File: config.mk
export PLATFORM = sky130hd
export DESIGN_NAME = operand_sequencer
export DESIGN_NICKNAME = d
export VERILOG_FILES = /design/src/rtl/operand_sequencer_pkg.sv /design/src/rtl/operand_sequencer.sv
export SDC_FILE = /design/constraint.sdc
export NUM_CORES = 1
export LEC_CHECK = 0
export BUFFER_PORTS_ARGS = -buffer_cell sky130_fd_sc_hd__buf_2
export CAP_MARGIN = 20
export CORE_MARGIN = 1.5
export CORE_UTILIZATION = 45
export CTS_CLUSTER_DIAMETER = 30
export CTS_CLUSTER_SIZE = 10
export DETAILED_ROUTE_END_ITERATION = 7
export MAX_ROUTING_LAYER = met4
export PLACE_DENSITY_LB_ADDON = 0.12
export SYNTH_ARGS = -nofsm -noshare
export SYNTH_HDL_FRONTEND = slang
export SYNTH_SLANG_ARGS = --single-unit
File: constraint.sdc
create_clock -name clock -period 1.9 [get_ports clock]
set_input_delay 0.19 -clock clock [delete_from_list [all_inputs] [get_ports clock]]
set_output_delay 0.19 -clock clock [all_outputs]
set_load 0.01 [all_outputs]
File: src/rtl/operand_sequencer_pkg.sv
// Shared types for the operand sequencer: FSM state encoding and the
// register-block select codes, with the memory-mode classifier.
package operand_sequencer_pkg;

    typedef enum logic [2:0] {
        ST_IDLE      = 3'd0,
        ST_READ_SRC  = 3'd1,
        ST_READ_DST  = 3'd2,
        ST_EXECUTE   = 3'd3,
        ST_WRITE_MEM = 3'd4,
        ST_DONE      = 3'd5
    } state_t;

    localparam logic [2:0] SELECT_PC     = 3'd0;
    localparam logic [2:0] SELECT_MEM_R1 = 3'd1;
    localparam logic [2:0] SELECT_MEM_R2 = 3'd2;
    localparam logic [2:0] SELECT_MEM_R3 = 3'd3;
    localparam logic [2:0] SELECT_IMM    = 3'd4;
    localparam logic [2:0] SELECT_R1     = 3'd5;
    localparam logic [2:0] SELECT_R2     = 3'd6;
    localparam logic [2:0] SELECT_R3     = 3'd7;

    // Memory-mode selects address memory indirectly through r1-r3.
    function automatic logic is_mem_select(input logic [2:0] select);
        return (select >= SELECT_MEM_R1) && (select <= SELECT_MEM_R3);
    endfunction

endpackage

File: src/rtl/operand_sequencer.sv
// Fetches memory operands, presents both operands to the ALU and retires
// the result to memory or back to the register block. One instruction in flight.
module operand_sequencer
    import operand_sequencer_pkg::*;
#(
    parameter int WIDTH          = 16,
    parameter int TIMEOUT_CYCLES = 255
) (
    input  logic             clock,
    input  logic             reset,
    input  logic             start,
    input  logic [2:0]       source_select,
    input  logic [2:0]       destination_select,
    input  logic [WIDTH-1:0] source_address,
    input  logic [WIDTH-1:0] destination_address,
    input  logic             store,
    output logic             busy,
    output logic [WIDTH-1:0] mem_address,
    output logic             mem_read,
    output logic             mem_write,
    output logic [WIDTH-1:0] mem_write_data,
    input  logic             mem_ready,
    input  logic [WIDTH-1:0] mem_read_data,
    output logic [WIDTH-1:0] source_value,
    output logic [WIDTH-1:0] destination_value,
    output logic             operands_valid,
    input  logic             result_valid,
    input  logic [WIDTH-1:0] result,
    output logic             store_value,
    output logic [WIDTH-1:0] destination_write,
    output logic             done,
    output logic             bus_error
);

    localparam int CNT_W = (TIMEOUT_CYCLES > 0) ? $clog2(TIMEOUT_CYCLES + 1) : 1;

    state_t           state;
    logic             dst_is_mem;
    logic [WIDTH-1:0] dst_address;
    logic             store_latch;
    logic [WIDTH-1:0] result_latch;
    logic [CNT_W-1:0] wait_count;
    logic             timeout_hit;

    assign timeout_hit       = (TIMEOUT_CYCLES != 0) && (wait_count == CNT_W'(TIMEOUT_CYCLES));
    assign busy              = (state != ST_IDLE);
    assign mem_write_data    = mem_write   ? result_latch : '0;
    assign destination_write = store_value ? result_latch : '0;

    always_ff @(posedge clock) begin
        if (reset) begin
            state             <= ST_IDLE;
            dst_is_mem        <= 1'b0;
            dst_address       <= '0;
            store_latch       <= 1'b0;
            result_latch      <= '0;
            wait_count        <= '0;
            mem_address       <= '0;
            mem_read          <= 1'b0;
            mem_write         <= 1'b0;
            source_value      <= '0;
            destination_value <= '0;
            operands_valid    <= 1'b0;
            store_value       <= 1'b0;
            done              <= 1'b0;
            bus_error         <= 1'b0;
        end else begin
            done        <= 1'b0;
            bus_error   <= 1'b0;
            store_value <= 1'b0;
            case (state)
                ST_IDLE: begin
                    if (start) begin
                        dst_is_mem  <= is_mem_select(destination_select);
                        dst_address <= destination_address;
                        store_latch <= store;
                        wait_count  <= '0;
                        if (!is_mem_select(source_select))
                            source_value <= source_address;
                        if (!is_mem_select(destination_select))
                            destination_value <= destination_address;
                        if (is_mem_select(source_select)) begin
                            state       <= ST_READ_SRC;
                            mem_read    <= 1'b1;
                            mem_address <= source_address;
                        end else if (is_mem_select(destination_select)) begin
                            state       <= ST_READ_DST;
                            mem_read    <= 1'b1;
                            mem_address <= destination_address;
                        end else begin
                            state          <= ST_EXECUTE;
                            operands_valid <= 1'b1;
                        end
                    end
                end
                ST_READ_SRC: begin
                    if (mem_ready) begin
                        source_value <= mem_read_data;
                        wait_count   <= '0;
                        if (dst_is_mem) begin
                            state       <= ST_READ_DST;
                            mem_address <= dst_address;
                        end else begin
                            state          <= ST_EXECUTE;
                            mem_read       <= 1'b0;
                            operands_valid <= 1'b1;
                        end
                    end else if (timeout_hit) begin
                        state     <= ST_DONE;
                        mem_read  <= 1'b0;
                        done      <= 1'b1;
                        bus_error <= 1'b1;
                    end else begin
                        wait_count <= wait_count + 1'b1;
                    end
                end
                ST_READ_DST: begin
                    if (mem_ready) begin
                        destination_value <= mem_read_data;
                        state             <= ST_EXECUTE;
                        mem_read          <= 1'b0;
                        operands_valid    <= 1'b1;
                    end else if (timeout_hit) begin
                        state     <= ST_DONE;
                        mem_read  <= 1'b0;
                        done      <= 1'b1;
                        bus_error <= 1'b1;
                    end else begin
                        wait_count <= wait_count + 1'b1;
                    end
                end
                ST_EXECUTE: begin
                    if (result_valid) begin
                        result_latch   <= result;
                        operands_valid <= 1'b0;
                        if (store_latch && dst_is_mem) begin
                            state       <= ST_WRITE_MEM;
                            mem_write   <= 1'b1;
                            mem_address <= dst_address;
                            wait_count  <= '0;
                        end else begin
                            state       <= ST_DONE;
                            done        <= 1'b1;
                            store_value <= store_latch && !dst_is_mem;
                        end
                    end
                end
                ST_WRITE_MEM: begin
                    if (mem_ready) begin
                        state     <= ST_DONE;
                        mem_write <= 1'b0;
                        done      <= 1'b1;
                    end else if (timeout_hit) begin
                        state     <= ST_DONE;
                        mem_write <= 1'b0;
                        done      <= 1'b1;
                        bus_error <= 1'b1;
                    end else begin
                        wait_count <= wait_count + 1'b1;
                    end
                end
                ST_DONE: begin
                    state <= ST_IDLE;
                end
                default: begin
                    state <= ST_IDLE;
                end
            endcase
        end
    end

endmodule

==> results of run 1 <==
-- sequential cells by signal (all words and copies together), names as in the netlist, 3 cells and up --
signal,flops
destination_value,16
dst_address,16
mem_address,16
result_latch,16
source_value,16
wait_count,8
state,3
-- cells in the final DEF, fill, tap and decap left out, types with 2 or more instances in the layout --
| cell | netlist | final |
|---|---|---|
| dfxtp_1 | 99 | 96 |
| or3b_1 | 2 | 2 |
| nand3_1 | 26 | 26 |
| nand4_1 | 2 | 2 |
| inv_1 | 3 | 3 |
| and3_1 | 4 | 4 |
| o211ai_1 | 18 | 18 |
| o31ai_1 | 2 | 2 |
| buf_12 | 0 | 5 |
| inv_2 | 2 | 2 |
| a31oi_1 | 6 | 6 |
| mux2i_1 | 33 | 33 |
| o21bai_1 | 3 | 3 |
| o21ai_0 | 15 | 15 |
| nand2_1 | 129 | 129 |
| xnor2_1 | 2 | 2 |
| nor2_1 | 42 | 42 |
| a211oi_1 | 35 | 35 |
| nor3_1 | 7 | 7 |
| clkbuf_8 | 0 | 10 |
| a21oi_1 | 59 | 58 |
| dfxtp_2 | 0 | 3 |
| nor2b_1 | 3 | 3 |
| or3_1 | 2 | 2 |
| buf_4 | 7 | 26 |
| and2_1 | 34 | 34 |
| o21a_1 | 2 | 2 |
| buf_2 | 14 | 162 |
| clkinv_4 | 0 | 2 |
-- power breakdown --
part / internal, uW / switching, uW / leakage (uW) / total (uW)
registers: 2650 / 374 / 0.000811 / 3030
clock network: 653 / 742 / 0.000104 / 1390
logic: 1730 / 2290 / 0.00170 / 4010
-- worst max-delay path, cell delays in order, from the launching register on --
cell and delay [ps]:
dfxtp_2 390, nor3_2 430, inv_1 110, buf_4 160, buf_2 130
-- what timing repair did --
action	4_1_cts	5_1_grt
setup endpoints to repair	1	26
gates resized for setup	1	3
pin swaps	0	0
hold buffers	0	0
-- worst min path at each step --
stage,startpoint,end,cells after the start
6_report,result[4],result_latch[4]$_SDFFE_PP0P_,3
5_1_grt,result[12],result_latch[12]$_SDFFE_PP0P_,3
3_3_place_gp,result[15],result_latch[15]$_SDFFE_PP0P_,3
3_5_place_dp,result[13],result_latch[13]$_SDFFE_PP0P_,3
2_1_floorplan,destination_address[0],dst_address[0]$_SDFFE_PP0P_,2
4_1_cts,result[3],result_latch[3]$_SDFFE_PP0P_,3
-- per-layer routing --
layer | global-route usage [%] | up-vias | routed length, um
li1 | - | 2396 | -
met1 | 37.2 | 2156 | 6920
met2 | 34.9 | 145 | 5950
met3 | 4.21 | 13 | 834
met4 | 6.37 | 0 | 146
met5 | - | - | 0
-- stage by stage --
| stage | instances | setup WS (ps) | utilization (%) |
|---|---|---|---|
| global route | 896 | 23.0 | 58.7 |
| finish | 896 | 120 | 58.7 |
| floorplan | 597 | 333 | - |
| detailed placement | 880 | 24.4 | 56.7 |
| CTS | 896 | 60.1 | 58.7 |
| global placement | 880 | 79.7 | 56.7 |
-- logic make-up (layout without fill, tap and decap cells) --
kind of cell,Yosys count,in the layout,share of synthesized area [%]
and+or+nand+nor,261,261,25.3
AOI/OAI and AO/OA,149,149,20.2
DFF,99,99,41.7
buffers and inverters,51,214,5.03
muxes,34,34,7.18
xor gates and xnor gates,2,2,0.368
adders and majority gates,1,1,0.263
-- synth_stat cells, drive strengths merged, types with 6 or more instances --
cell type	count
nand2	129
mux2i	33
o21ai	15
o211ai	18
nor2	43
a211oi	37
dfxtp	99
clkbuf	25
nor3	8
a21oi	59
a31oi	6
nand3	26
and2	34
buf	21
-- area by class of cell --
cell class / instances / area (um^2)
repair buffers: 193 / 1110
fillers: 999 / 4240
well taps: 136 / 170
clock buffers: 11 / 141
clock inverters: 5 / 61.3
flip-flops and latches: 99 / 1990
multi-input cells: 447 / 2550
inverters: 5 / 18.8
==> impl_metrics.ini, run 1 <==
[status]
status = completed

[floorplan]
core_um2 = 10300
rows = 37
start_util_pct = 46.3
io_pins = 163
die_area_um2 = 11200
die_h_um = 106
die_x_um = 106

[critical_path]
cp-end-kind = primary output
start_kind = register
cp_data_arrival_time_ps = 1590
worstReg2RegEnd = mem_address[3]$_SDFFE_PP0P_
r2r_slack_ps = 140
crit_fanout = 8
worstSetupPathType = register to primary output
r2r_start = state[1]$_SDFFE_PP0P_
endpoint = busy
reg2reg_depth = 6
startpoint = state[2]$_SDFFE_PP0P_
worstPathRequired_ps = 1710

[route]
wirelength_um = 13900
drtIter0Drc = 292
drc = 0
num_vias = 4710
wl_per_cell_um = 15.5
firstDrtPassIters = 7
ant_nets = 0
vias_per_cell = 5.26

[timing]
finalHoldViolCount = 0
period_share_pct = 93.7
rsz0062_at_grt = false
whs_ps = 51.2
drv_slew = 0
max_slew_margin_pct = 68.5
tns_ps = 0
finalSetupViolations = 0
tightest_slew_ps = 472
max_freq_mhz = 562
clock_skew_ps = 9.87
finalCriticalPeriod_ps = 1780

[synthesis]
synth_top_area_share_pct = 41.7
netlist_instances = 597
synth_largest_area_cell = dfxtp_1
synthArstFlopShare_pct = 0
ys_ff_latch = 99
synth.cell_area_um2 = 4760
synth_cell_types = 47
ys.flop_type = dfxtp_1
synth.avg_cell_area_um2 = 7.97
seq_area_frac_synth_pct = 41.7
synth.area.top_cells = dfxtp_1 (42%), nand2_1 (10%), mux2i_1 (6.9%)
syn_nets = 674
yosys_warnings = 0
synth_edf_count = 0

[global_routing]
grt-ovfl-total = 0
grt_max_degree = 50
grt_pass1_vias = 4035
antenna_found_initial = 0
track_usage_pct = 25.0
grt_pass1_wl_um = 21200

[layout]
final_nets = 832
design_area_um2 = 6030
antennaDiodeCount = 0
final_layout_size_suffix_gt1_share_pct = 29.6
area.growth.synth_to_final_pct = 26.9

[cts]
cts_root_buf = clkbuf_8
htreeDepth = 3
clk_pin_slew_ps = 90
cts_tree = done
cts.path.max_buffers = 2
cts_sinks = 99
cts_buffers = 9
cts_setup_buffers = 0
clk_latency_ps = 370

[pwr]
peakVddDrop_mv = 0.692
p_leak_uw = 0.00262
power.density_nw_per_um2 = 1400
p_total_uw = 8430

[hold_path]
min-delay-path-class = primary input to register

[flow_run]
cap_violations = 0

[placement]
gp_congestion = 0.906
io_buffers = 162
dpl_cell_area_um2 = 5820
hpwl_um = 10400
Power figures use the tool's default switching activity.
==> run 2: changes to the inputs <==
--- a/config.mk
+++ b/config.mk
@@ -7,8 +7,10 @@
 export LEC_CHECK = 0
 export BUFFER_PORTS_ARGS = -buffer_cell sky130_fd_sc_hd__buf_2
 export CAP_MARGIN = 20
+export CELL_PAD_IN_SITES_DETAIL_PLACEMENT = 1
+export CELL_PAD_IN_SITES_GLOBAL_PLACEMENT = 2
 export CORE_MARGIN = 1.5
-export CORE_UTILIZATION = 45
+export CORE_UTILIZATION = 28
 export CTS_CLUSTER_DIAMETER = 30
 export CTS_CLUSTER_SIZE = 10
 export DETAILED_ROUTE_END_ITERATION = 7
==> run 2 against run 1 <==
Final cell count increased by 9.5%. Largest cell class unchanged. Wire length increased by 17%. Die area increased by 59%. Worst hold slack improved by 26 ps. Setup slack improved by 21 ps. Sequential power about the same. Combinational power increased by 4%. Critical endpoint is now mem_address[3]$_SDFFE_PP0P_. Global-route usage decreased by 5.9 points. Fmax increased by 1.2%. Critical path type is now register to register. Non-clock buffer count unchanged.
==> impl_metrics.ini, run 2 (synthesis results as in run 1) <==
[status]
status = completed

[layout]
fillers = 2049
area.growth.synth_to_final_pct = 32.4
final_common_cell = buf_2
final_nets = 832
final_cell_mix = buf_2 (161), nand2_1 (129), dfxtp_1 (97)
regArea_um2 = 1980
final_layout_size_suffix_gt1_share_pct = 29.6
multi_input_area_um2 = 2550

[cts]
clk_latency_ps = 350
cts.path.max_buffers = 2
cts_root_buf = clkbuf_16
cts_buffers = 9
cts_sinks = 99
htreeDepth = 3
clk_pin_slew_ps = 70
cts_tree = done

[timing]
fin_ws_ps = 141
tns_ps = 0
drv_slew = 0
finalCriticalPeriod_ps = 1760
tightest_slew_ps = 518
max_slew_margin_pct = 65.4
finalSetupViolations = 0
clock_skew_ps = 7.87
finalHoldViolCount = 0
period_share_pct = 92.6
max_freq_mhz = 568
rsz0062_at_grt = false

[route]
vias_per_cell = 4.81
drc = 0
wirelength_um = 16200
drtIter0Drc = 169
ant_nets = 0
wl_per_cell_um = 16.5
num_vias = 4718
firstDrtPassIters = 4

[placement]
gp_congestion = 0.826
io_buffers = 162
hpwl_um = 12300
pre_cts_ws_ps = 14.3

[critical_path]
crit_slowest_cell = or3b_1
worstSetupPathType = register to register
slowest_delay_ps = 410
start_kind = register
critPathTopFamily = simple AND/OR/NAND/NOR gates
path_cells = or3b_1 > a21oi_1 > and3_1 > buf_12 > o211ai_1 > a21oi_1
cp-end-kind = register
path_buf_inv = 1
r2r_start = state[0]$_SDFFE_PP0P_
worstReg2RegEnd = mem_address[3]$_SDFFE_PP0P_
cp_data_arrival_time_ps = 2030
worstPathRequired_ps = 2180
reg2reg_depth = 6
r2r_slack_ps = 140
path_common_cell = a21oi_1
crit_fanout = 16

[global_routing]
grt_pass1_wl_um = 26000
grt_pass1_vias = 4684
grt_max_degree = 56
track_usage_pct = 19.1
antenna_found_initial = 1
grt-ovfl-total = 0

[pwr]
peakVddDrop_mv = 0.829
power.density_nw_per_um2 = 1460
p_leak_uw = 0.00268

[hold_path]
hold_end = result_latch[14]$_SDFFE_PP0P_
hp-start = result[14]
min-delay-path-class = primary input to register
holdPathStages = 3

[floorplan]
core_um2 = 16600
die_h_um = 133
start_util_pct = 28.7
die_x_um = 133
rows = 47
die_area_um2 = 17800
io_pins = 163

[flow_run]
cap_violations = 0
[run 2: metrics by stage]
| stage | std cells | cell area [um^2] | hold WS (ps) | utilization, % | power (uW) |
|---|---|---|---|---|---|
| floorplan | 597 | 4760 | 326 | - | 5600 |
| global placement | 964 | 5970 | 432 | 36.0 | 7160 |
| detailed placement | 964 | 5970 | 438 | 36.0 | 7270 |
| CTS | 980 | 6290 | 62.2 | 37.9 | 9320 |
| global route | 981 | 6300 | 78.9 | 38.0 | 9880 |
| finish | 981 | 6300 | 76.9 | 38.0 | 9190 |
[run 2: worst max-delay path by stage]
stage / start / slack (ps) / end / cells after the start
after floorplan: state[0]$_SDFFE_PP0P_ / 330 / mem_address[0]$_SDFFE_PP0P_ / 7
after global placement: wait_count[0]$_SDFFE_PP0P_ / 180 / mem_read$_SDFFE_PP0P_ / 6
after detailed placement: state[1]$_SDFFE_PP0P_ / 10 / wait_count[1]$_SDFFE_PP0P_ / 6
after CTS: state[1]$_SDFFE_PP0P_ / 3 / wait_count[1]$_SDFFE_PP0P_ / 6
after global routing: state[0]$_SDFFE_PP0P_ / 4 / mem_address[3]$_SDFFE_PP0P_ / 6
final: state[0]$_SDFFE_PP0P_ / 140 / mem_address[3]$_SDFFE_PP0P_ / 6
[run 2: final cells by class]
| class | count | area share [%] |
|---|---|---|
| Inverter | 5 | 0.298 |
| Antenna cell | 1 | 0.0397 |
| Timing Repair Buffer | 193 | 18.2 |
| Clock inverter | 6 | 1.43 |
| Sequential cell | 99 | 31.5 |
| Multi-Input combinational cell | 447 | 40.5 |
| Clock buffer | 10 | 3.64 |
| Tap cell | 220 | 4.37 |
[run 2: layer usage]
layer | vias to the layer above | GRT usage (%) | share of wire [%]
met5 | - | - | 0
met1 | 2190 | 27.6 | 52
li1 | 2387 | - | -
met3 | 16 | 2.97 | 4.8
met2 | 125 | 27.0 | 41
met4 | 0 | 6.28 | 1.6
[run 2: power by group]
part / leakage, uW / total [uW] / internal [uW] / switching, uW
clock network: 0.000153 / 1990 / 1160 / 833
logic: 0.00171 / 4180 / 1760 / 2410
registers: 0.000811 / 3020 / 2650 / 366
[run 2: timing repair]
action                                 in CTS  in global routing
setup endpoints to repair                   0                 32
endpoints found under the hold margin       0                  0
gates resized for setup                     0                  4
hold buffers                                0                  0
buffers inserted                            0                  0
[run 2: tightest hold or removal path: stages]
cell and delay, ps:
buf_2 90, nand2_1 50, a21oi_1 50
==> run 3: changes to the inputs <==
--- a/config.mk
+++ b/config.mk
@@ -14,6 +14,7 @@
 export CTS_CLUSTER_DIAMETER = 30
 export CTS_CLUSTER_SIZE = 10
 export DETAILED_ROUTE_END_ITERATION = 7
+export GPL_TIMING_DRIVEN = 0
 export MAX_ROUTING_LAYER = met4
 export PLACE_DENSITY_LB_ADDON = 0.12
 export SYNTH_ARGS = -nofsm -noshare
==> run 3 against run 2 <==
Clock power grew 7%. Setup slack lost 34 ps. Combinational power grew 3%. Via count grew 2.5%. Non-clock buffer count grew 19. Design area grew 0.52%. Global-route usage grew 1.3 points.
==> impl_metrics.ini, run 3 (synthesis results as in run 1) <==
[floorplan]
die_x_um = 133
rows = 47
io_pins = 163
start_util_pct = 28.7
core_um2 = 16600
die_area_um2 = 17800
die_h_um = 133

[critical_path]
crit_fanout = 10
path_buf_inv = 2
worstSetupPathType = register to register
r2r_slack_ps = 110
slowest_delay_ps = 390
path_cells = or3b_1 > a21oi_2 > and3_1 > clkbuf_4 > buf_6 > o211ai_1 > a21oi_1
start_kind = register
cp-end-kind = register
cp_data_arrival_time_ps = 2070
critPathTopFamily = simple AND/OR/NAND/NOR gates
worstPathRequired_ps = 2180
crit_slowest_cell = or3b_1

[cts]
cts_buffers = 9
cts_tree = done
cts_sinks = 99
cts.path.max_buffers = 2
clk_pin_slew_ps = 70
clk_latency_ps = 350
cts_root_buf = clkbuf_16
htreeDepth = 3

[route]
drc = 0
wirelength_um = 17500
vias_per_cell = 4.84
firstDrtPassIters = 4
drtIter0Drc = 180
num_vias = 4835
wl_per_cell_um = 17.6
ant_nets = 0

[global_routing]
track_usage_pct = 20.4
antenna_found_initial = 0
grt_max_degree = 19
grt_pass1_wl_um = 27300
grt-ovfl-total = 0
grt_pass1_vias = 4923

[layout]
final_layout_size_suffix_gt1_share_pct = 29.4
finalNonFillerCells = 999
final_cell_mix = buf_2 (169), nand2_1 (129), dfxtp_1 (96)
antennaDiodeCount = 0
fillers = 2090
final_common_cell = buf_2
area.growth.synth_to_final_pct = 33.1
final_nets = 852

[placement]
gp_congestion = 0.865
hpwl_um = 13700
io_buffers = 161
placed_cells = 978

[timing]
max_slew_margin_pct = 54.6
drv_slew = 0
finalHoldViolCount = 0
finalCriticalPeriod_ps = 1790
rsz0062_at_grt = false
tightest_slew_ps = 681
max_freq_mhz = 558
finalSetupViolations = 0
clock_skew_ps = 4.89
period_share_pct = 94.4

[status]
status = completed

[pwr]
power.density_nw_per_um2 = 1490
p_total_uw = 9460
p_leak_uw = 0.00269
peakVddDrop_mv = 0.539

[hold_path]
min-delay-path-class = primary input to register

[flow_run]
cap_violations = 0
[run 3: what timing repair did]
item	CTS	global route
setup buffers	1	6
endpoints found under the setup margin	52	71
hold buffers	0	0
cloned	0	1
pin swaps	1	6
gates resized for setup	10	18
[run 3: worst reg2reg max path, stage by stage, from the launching register on]
cell      delay, ps
dfxtp_2         340
or3b_1          390
a21oi_2         210
and3_1          180
clkbuf_4        180
buf_6           150
o211ai_1        120
a21oi_1         160
[run 3: layout make-up]
type	instances	area (um^2)	share of cell area (%)
Buffer	44	248	3.91
Clock buffer	11	243	3.83
Clock inverter	4	98.8	1.56
Inverter	5	18.8	0.297
Multi-Input combinational cell	448	2600	41.1
Sequential cell	99	1990	31.4
Tap cell	220	275	4.35
Timing Repair Buffer	168	858	13.6
[run 3: path summary, 6_finish.rpt]
check / to / start / cells after the start
hold reg to reg: mem_address[14]$_SDFFE_PP0P_ / mem_address[14]$_SDFFE_PP0P_ / 2
setup / recovery: mem_address[2]$_SDFFE_PP0P_ / state[0]$_SDFFE_PP0P_ / 7
hold / removal: result_latch[7]$_SDFFE_PP0P_ / result[7] / 3
setup reg to reg: mem_address[2]$_SDFFE_PP0P_ / state[0]$_SDFFE_PP0P_ / 7
[run 3: metrics by stage]
step	TNS, ps	instance area [um^2]	utilization [%]	setup WS (ps)	hold WS, ps
global route	0	6330	38.2	1.24	75.4
global placement	-4070	5840	35.2	-243	431
detailed placement	-4770	5840	35.2	-240	440
finish	0	6330	38.2	106	71.1
floorplan	0	4760	-	333	326
CTS	-349	6220	37.5	-51.1	62.9
[run 3: layer usage]
metal	share of wire [%]	wire length, um	track usage, %	vias to the layer above
met5	0	0	-	-
met4	1.5	271	6.58	0
met3	4.4	773	3.08	18
met2	45	7820	31.2	129
met1	49	8680	27.7	2250
li1	-	-	-	2438
[run 3: power breakdown]
part / switching, uW / total (uW) / internal, uW
Sequential: 355 / 3010 / 2660
Clock: 806 / 2130 / 1320
Combinational: 2600 / 4320 / 1720
Total: 3760 / 9460 / 5700
